<file path="config.mk">
export PLATFORM = sky130hd
export DESIGN_NAME = serial_subtractor_32_bit
export DESIGN_NICKNAME = d
export VERILOG_FILES = /design/src/rtl/serial_subtractor_32_bit_pkg.sv /design/src/rtl/serial_subtractor_32_bit_full_subtractor_slice.sv /design/src/rtl/serial_subtractor_32_bit.sv
export SDC_FILE = /design/constraint.sdc
export NUM_CORES = 1
export LEC_CHECK = 0
export CORE_ASPECT_RATIO = 1.4
export CORE_MARGIN = 2
export CORE_UTILIZATION = 50
export DETAILED_ROUTE_END_ITERATION = 8
export PLACE_DENSITY = 0.72
export SKIP_LAST_GASP = 1
export SYNTH_ARGS = -nofsm -noshare
export SYNTH_HDL_FRONTEND = slang
export SYNTH_HIERARCHICAL = 1
export SYNTH_SLANG_ARGS = --single-unit
</file>
<file path="constraint.sdc">
create_clock -name clk -period 3.1 [get_ports clk]
set_input_delay 0.465 -clock clk [delete_from_list [all_inputs] [get_ports clk]]
set_output_delay 0.465 -clock clk [all_outputs]
set_load 0.03 [all_outputs]
</file>
<file path="src/rtl/serial_subtractor_32_bit_pkg.sv">
// Shared definitions for the serial 32-bit subtractor.
// Holds the FSM state encoding, the datapath width and the slice-count helper.
package serial_subtractor_32_bit_pkg;

  localparam int DATA_W = 32;

  typedef enum logic [1:0] {
    IDLE = 2'd0,
    RUN  = 2'd1,
    DONE = 2'd2
  } state_t;

  // Number of RUN cycles needed to cover the full word with the given slice width.
  function automatic int nslice(input int slice_w);
    return DATA_W / slice_w;
  endfunction

endpackage

</file>
<file path="src/rtl/serial_subtractor_32_bit_full_subtractor_slice.sv">
// Combinational W-bit subtractor slice: diff = a - b - borrow_in.
// borrow_out is set when the true result is negative.
module full_subtractor_slice #(
  parameter int W = 8
) (
  input  logic [W-1:0] a,
  input  logic [W-1:0] b,
  input  logic         borrow_in,
  output logic [W-1:0] diff,
  output logic         borrow_out
);

  // One extra bit on the left captures the borrow as the sign of the widened result.
  assign {borrow_out, diff} = {1'b0, a} - {1'b0, b} - (W + 1)'(borrow_in);

endmodule

</file>
<file path="src/rtl/serial_subtractor_32_bit.sv">
// Serial 32-bit subtractor: computes a - b - bin one SLICE_W-bit slice per cycle,
// LSB slice first, with the borrow carried between slices in a register.
// SLICE_W must be 1, 2, 4, 8, 16 or 32.
// Optional feature: define SUB_OVERFLOW_FLAG_EN to add the signed-overflow output ovf.
module serial_subtractor_32_bit
  import serial_subtractor_32_bit_pkg::*;
#(
  parameter int SLICE_W = 8
) (
  input  logic        clk,
  input  logic        rst_n,
  input  logic        start,
  input  logic [31:0] a,
  input  logic [31:0] b,
  input  logic        bin,
  output logic        busy,
  output logic        done,
  output logic [31:0] diff,
  output logic        bout
`ifdef SUB_OVERFLOW_FLAG_EN
  ,
  output logic        ovf
`endif
);

  localparam int NSLICE = nslice(SLICE_W);
  localparam int CNT_W  = (NSLICE > 1) ? $clog2(NSLICE) : 1;

  state_t              state;
  logic [DATA_W-1:0]   a_q;
  logic [DATA_W-1:0]   b_q;
  logic [DATA_W-1:0]   res_q;
  logic                borrow_q;
  logic [CNT_W-1:0]    cnt_q;
  logic                accept;

  logic [SLICE_W-1:0]  slice_diff;
  logic                slice_borrow;

`ifdef SUB_OVERFLOW_FLAG_EN
  // Operand sign bits are kept aside because the operand registers shift out during RUN.
  logic                a_msb_q;
  logic                b_msb_q;
`endif

  // A new request is taken in IDLE and in DONE (back-to-back); RUN ignores start.
  assign accept = start && (state != RUN);

  // The single slice subtractor always sees the lowest unprocessed slice.
  full_subtractor_slice #(
    .W(SLICE_W)
  ) u_slice (
    .a         (a_q[SLICE_W-1:0]),
    .b         (b_q[SLICE_W-1:0]),
    .borrow_in (borrow_q),
    .diff      (slice_diff),
    .borrow_out(slice_borrow)
  );

  // FSM, slice counter, operand/result shift registers and registered outputs.
  // done/diff/bout are loaded while in DONE, so they are visible the cycle after DONE.
  always_ff @(posedge clk or negedge rst_n) begin
    // NOTE: every register here, including the operand and result registers, gets a
    // defined reset value so an aborted operation leaves nothing stale behind.
    if (!rst_n) begin
      state    <= IDLE;
      a_q      <= '0;
      b_q      <= '0;
      res_q    <= '0;
      borrow_q <= 1'b0;
      cnt_q    <= '0;
      busy     <= 1'b0;
      done     <= 1'b0;
      diff     <= '0;
      bout     <= 1'b0;
`ifdef SUB_OVERFLOW_FLAG_EN
      a_msb_q  <= 1'b0;
      b_msb_q  <= 1'b0;
      ovf      <= 1'b0;
`endif
    end else begin
      // NOTE: non-blocking assignments throughout, so every branch reads the values
      // from before this edge and the later accept block may override state safely.
      done <= 1'b0;

      case (state)
        IDLE: begin
          state <= IDLE;
        end

        RUN: begin
          a_q      <= a_q >> SLICE_W;
          b_q      <= b_q >> SLICE_W;
          res_q    <= (res_q >> SLICE_W) | (DATA_W'(slice_diff) << (DATA_W - SLICE_W));
          borrow_q <= slice_borrow;
          cnt_q    <= cnt_q + 1'b1;
          if (cnt_q == CNT_W'(NSLICE - 1)) begin
            state <= DONE;
            busy  <= 1'b0;
          end
        end

        DONE: begin
          done  <= 1'b1;
          diff  <= res_q;
          bout  <= borrow_q;
`ifdef SUB_OVERFLOW_FLAG_EN
          // Overflow: operands of opposite sign and result sign differs from the minuend.
          ovf   <= (a_msb_q ^ b_msb_q) & (res_q[DATA_W-1] ^ a_msb_q);
`endif
          state <= IDLE;
        end

        default: begin
          state <= IDLE;
          busy  <= 1'b0;
        end
      endcase

      if (accept) begin
        a_q      <= a;
        b_q      <= b;
        borrow_q <= bin;
        cnt_q    <= '0;
        state    <= RUN;
        busy     <= 1'b1;
`ifdef SUB_OVERFLOW_FLAG_EN
        a_msb_q  <= a[DATA_W-1];
        b_msb_q  <= b[DATA_W-1];
`endif
      end
    end
  end

endmodule
</file>
Yosys cells after proc, flatten, opt, wreduce, memory -nomap -nowiden
Cells that the tools add are included.
W data, S select, Z words.

word-level totals
  bits in registers = 136
  bits of input ports = 68
  output and inout bits = 35
  logic and storage cells = 40

cells by class
  add/subtract/negate cells = 3
  eq/ne operators = 6
  multiplexer cells = 15
  bitwise gates (word level) = 1
  reductions and logical operators = 5

operators with widths
  kind                   count
  $mux W32               4
  $or A24 B32 Y32        1
  $mux W2                5
  $sub A8 B8 Y9          1
  $sub A9 B1 Y9          1
  $mux W1                5
  $eq A2 B2 Y1 const B   2
  $ne A2 B1 Y1 const B   2
  $ne A3 B3 Y1 const B   1
  $add A2 B1 Y2 const B  1
  $eq A2 B1 Y1 const B   1
  $logic_not A2 Y1       1
  $pmux W1 S2            1
  $reduce_and A2 Y1      1
  $reduce_bool A2 Y1     1
  $reduce_or A2 Y1       1
  $logic_and A1 B1 Y1    1

Logic depth before layout (Yosys ltp)
  depth in word-level cells = 4
  mapped depth = 9
  gate-level depth less buffers = 9

By module
The synthesis kept the hierarchy.

by module, submodules not included
  module                    times used  cells an instance  area an instance (um^2)  sequential area each (um^2)
  serial_subtractor_32_bit  1           368                6113.4                   3403.3
  full_subtractor_slice     1           76                 554.3                    0.0

Worst setup path before layout
Ideal clock, no wire load.

  path type = flip-flop to flip-flop
  start point = register a_q[0]
  end point = register borrow_q
  library setup time = 125 ps
  data arrival time = 1889 ps
  required time = 2975 ps
  setup slack = 1086 ps
  cell stages (with the launch flop) = 9
  path buffers = 0
  period minus slack after synthesis = 2014 ps
  cell sequence = dfrtp_1 > fa_1 > inv_1 > fa_1 > a21boi_1 > o211ai_2 > nor2_1 > a211o_1 > mux2_4

between the ends
  cells in the longest elaborated chain, start to end = 4

ends and longest elaborated chain
  item                    RTL line                                              RTL
  from (decl)             serial_subtractor_32_bit.sv:30                        logic [DATA_W-1:0] a_q;
  from (signal assigned)  serial_subtractor_32_bit.sv:92                        a_q <= a_q >> SLICE_W;
  $sub A8 B8 Y9           serial_subtractor_32_bit_full_subtractor_slice.sv:14  assign {borrow_out, diff} = {1'b0, a} - {1'b0, b} - (W + 1)'(borrow_in);
  $sub A9 B1 Y9           serial_subtractor_32_bit_full_subtractor_slice.sv:14
  named net slice_borrow  serial_subtractor_32_bit.sv:38                        logic slice_borrow;
  $mux W1                 serial_subtractor_32_bit.sv:86                        case (state)
  $mux W1                 serial_subtractor_32_bit.sv:120                       if (accept) begin
  to (signal assigned)    serial_subtractor_32_bit.sv:95                        borrow_q <= slice_borrow;
  to (signal assigned)    serial_subtractor_32_bit.sv:123                       borrow_q <= bin;
  to (decl)               serial_subtractor_32_bit.sv:33                        logic borrow_q;

The timed path passes the listed nets, and every way through them passes these cells. The select of a mux whose other input is x is not followed.
A chain may end at the register's enable or synchronous reset.

Worst setup path in the final report
  start point = register b_q[7]
  end point = register borrow_q

between the ends
  cells in the longest elaborated chain, start to end = 4

ends and longest elaborated chain
  item                    RTL line                                              RTL
  from (decl)             serial_subtractor_32_bit.sv:31                        logic [DATA_W-1:0] b_q;
  from (signal assigned)  serial_subtractor_32_bit.sv:93                        b_q <= b_q >> SLICE_W;
  $sub A8 B8 Y9           serial_subtractor_32_bit_full_subtractor_slice.sv:14
  $sub A9 B1 Y9           serial_subtractor_32_bit_full_subtractor_slice.sv:14
  named net slice_borrow  serial_subtractor_32_bit.sv:38
  $mux W1                 serial_subtractor_32_bit.sv:86
  $mux W1                 serial_subtractor_32_bit.sv:120

The timed path passes the listed nets, and every way through them passes these cells. The select of a mux whose other input is x is not followed.

==> qor.csv <==
metric,value,unit
fin crit period,2.20,ns
first-pass GRT wire length,19.6,mm
Synth-to-Final Area Change,26.2,%
setup repair bufs after CTS,0,
largest net degree at the start of global routing,82,
ANT nets after route,0,
most frequent cell after synthesis,dfrtp_1,
hold bufs inserted after CTS,0,
main area contributors after synthesis,"dfrtp_1 (51%), mux2_4 (20%), mux2_2 (7.4%)",
final setup TNS,0,ns
Netlist cell types,39,
run status,finished clean,
ant diodes,0,
Rows,49,
layout cell share with drive strength beyond 1,32.0,%
port bufs,102,
Comb pwr share,46.9,%
clk slew on worst S/H paths,0.05,ns
synth cell count leaders,"dfrtp_1 (136), mux2_4 (87), mux2_2 (44), mux2_1 (33), inv_1 (26)",
DP Worst Slack,0.949,ns
I/O pin count,103,
Post-synth EDFFs,0,
Setup crit start kind,flip-flop,
total wire length,11.9,mm
CP required,3.38,ns
Worst Tran Pin Value,1.05,ns
Mapped Area,0.00667,mm^2
Maximum Capacitance Violations,0,
post-synthesis async set-or-reset flop share,100,%
pwr/cell area,1180,mW/mm^2
Flop pwr share,31.4,%
Root Driver,clkbuf_16,
Psw,3.26,mW
Vias,3697,
"Critical Path, Cell by Cell",ha_1 > inv_1 > ha_1 > a21oi_2 > mux2i_1 > o21ai_0 > a211o_1 > mux2_4,
clock power share,21.7,%
Tcrit/Tclk final,70.9,%
Sw Ratio,32.8,%
Die Area,0.0143,mm^2
"Avg Cell Area, Syn",15.0,um^2
Fmax,455,MHz
die width,102,um
Synth Instances,444,
Total GRT Usage,17.7,%
crit end category,flip-flop,
HPWL after DPL,8.30,mm
vias in the first global route,3942,
initial antenna violation count,0,
CP most frequent cell,ha_1,
post-route setup slack,0.902,ns
final hold vios,0,
Syn. warnings,6,
H-Tree Depth,4,
setup violators final,0,
DRC Markers,0,
WL/cell,16.1,um
R2R depth,8,
placeable core region,0.0129,mm^2
clk sinks,136,
Worst Skew,0.00983,ns
Final Util,65.0,%
Worst path slowest cell,dfrtp_1,
Vias/cell,5.02,
CTS Buffer Depth,2,
NumNets Final,632,
worst-path maximum fanout,6,
RSZ-0062 raised after global routing,no,
max incr delay on CP,0.38,ns
min-delay worst type,in -> async,
total gr overflow,0,
Initial DRT Pass Iterations,4,
initial DRC count,124,
register area share after synthesis,51.0,%
P_int,6.66,mW
CTS tree,built,
Initial Utilization,51.5,%
synthesis-stage register bit count,136,
post-cts repair resize count,0,
final hold slack,0.00920,ns
dominant cell type by area after synthesis,dfrtp_1,
syn_nets,529,
Worst EP arrival,2.48,ns
VDD IR max,0.510,mV
WS Path Type,reg -> reg,
CTS Buf Count,17,
Die Ht,141,um
Leakage,3.99,nW
final slew viol count,0,
Synth top area share,51.0,%
worst-skew pair later-pin latency,0.41,ns
relative slew slack,30.2,%
Main synth FF type,dfrtp_1,
gp weighted congestion,0.732,
layout by cell type, fill, tap and decap left out, types with 4 or more instances in the layout:
cell	netlist	layout
dfrtp_1	136	136
clkdlybuf4s50_1	0	100
mux2_4	87	87
mux2_2	44	44
mux2_1	33	33
inv_1	26	26
nor2_1	21	21
mux2i_1	19	19
clkbuf_16	0	17
ha_1	15	15
bufinv_16	0	5
clkinv_2	0	4
cells by family (layout without fill, tap and decap cells):
kind of cell    count (synthesis)  count (layout)  synth area share (%)
buf+inv                        49             164                  4.73
flops                         136             136                  51.0
fa+ha+maj                      17              17                  3.42
simple gates                   40              40                  3.00
compound gates                 14              14                  1.71
mux                           183             183                  35.4
xor+xnor                        5               5                 0.657
metrics by stage:
stage,cell area (um^2),power (mW),cells
global placement,7770,7.66,706
floorplan,6670,6.69,444
detailed placement,7770,7.83,706
global route,8410,10.6,737
CTS,8410,10.1,737
finish,8410,9.92,737
state kept, by name, summed over array words and instances, names as in the netlist:
name / count
b_q: 32
res_q: 32
diff: 32
state: 2
bout: 1
busy: 1
borrow_q: 1
cnt_q: 2
a_q: 32
done: 1
critical path: cells and delay by family, from the launching register on:
family / cells / cell delay [ns]
flops: 1 / 0.38
mux: 2 / 0.46
buf+inv: 1 / 0.04
fa+ha+maj: 2 / 0.64
compound gates: 3 / 0.56
worst paths after layout:
path / from / endpoint / slack [ns]
worst max-delay path: b_q[7] / borrow_q / 0.90
worst min-delay path: rst_n / res_q[4] / 0.009
worst max register to register: b_q[7] / borrow_q / 0.90
worst min register to register: diff[7] / diff[7] / 0.49
max in group asynchronous: rst_n / cnt_q[0] / 2.27
min in group clk: diff[7] / diff[7] / 0.49
layer usage:
layer / wire (um) / vias to the layer above / track usage (%) / share of wire, %
met3: 471 / 8 / 4.91 / 4.0
met1: 4800 / 1857 / 20.7 / 40
li1: - / 1755 / - / -
met4: 111 / 0 / 5.55 / 0.93
met5: 0 / - / 0 / 0
met2: 6520 / 77 / 31.2 / 55
power groups by stage:
| stage | Clock (mW) | Sequential [mW] | Combinational (mW) |
|---|---|---|---|
| final | 2.16 | 3.12 | 4.65 |
| after global routing | 2.29 | 3.23 | 5.04 |
| after CTS | 2.21 | 3.14 | 4.71 |
| after detailed placement | 0 | 3.16 | 4.67 |
| after global placement | 0 | 3.10 | 4.55 |
| after floorplan | 0 | 3.42 | 3.28 |
area by class of cell:
class                           count  area (um^2)
Sequential cell                   136         3400
Fill cell                         957         4520
Tap cell                          178          223
Clock inverter                     13          203
Multi-Input combinational cell    259         2950
Inverter                           26         97.6
Timing Repair Buffer              107         1090
Clock buffer                       18          439
Note: power is estimated with default switching activity, not from simulation.
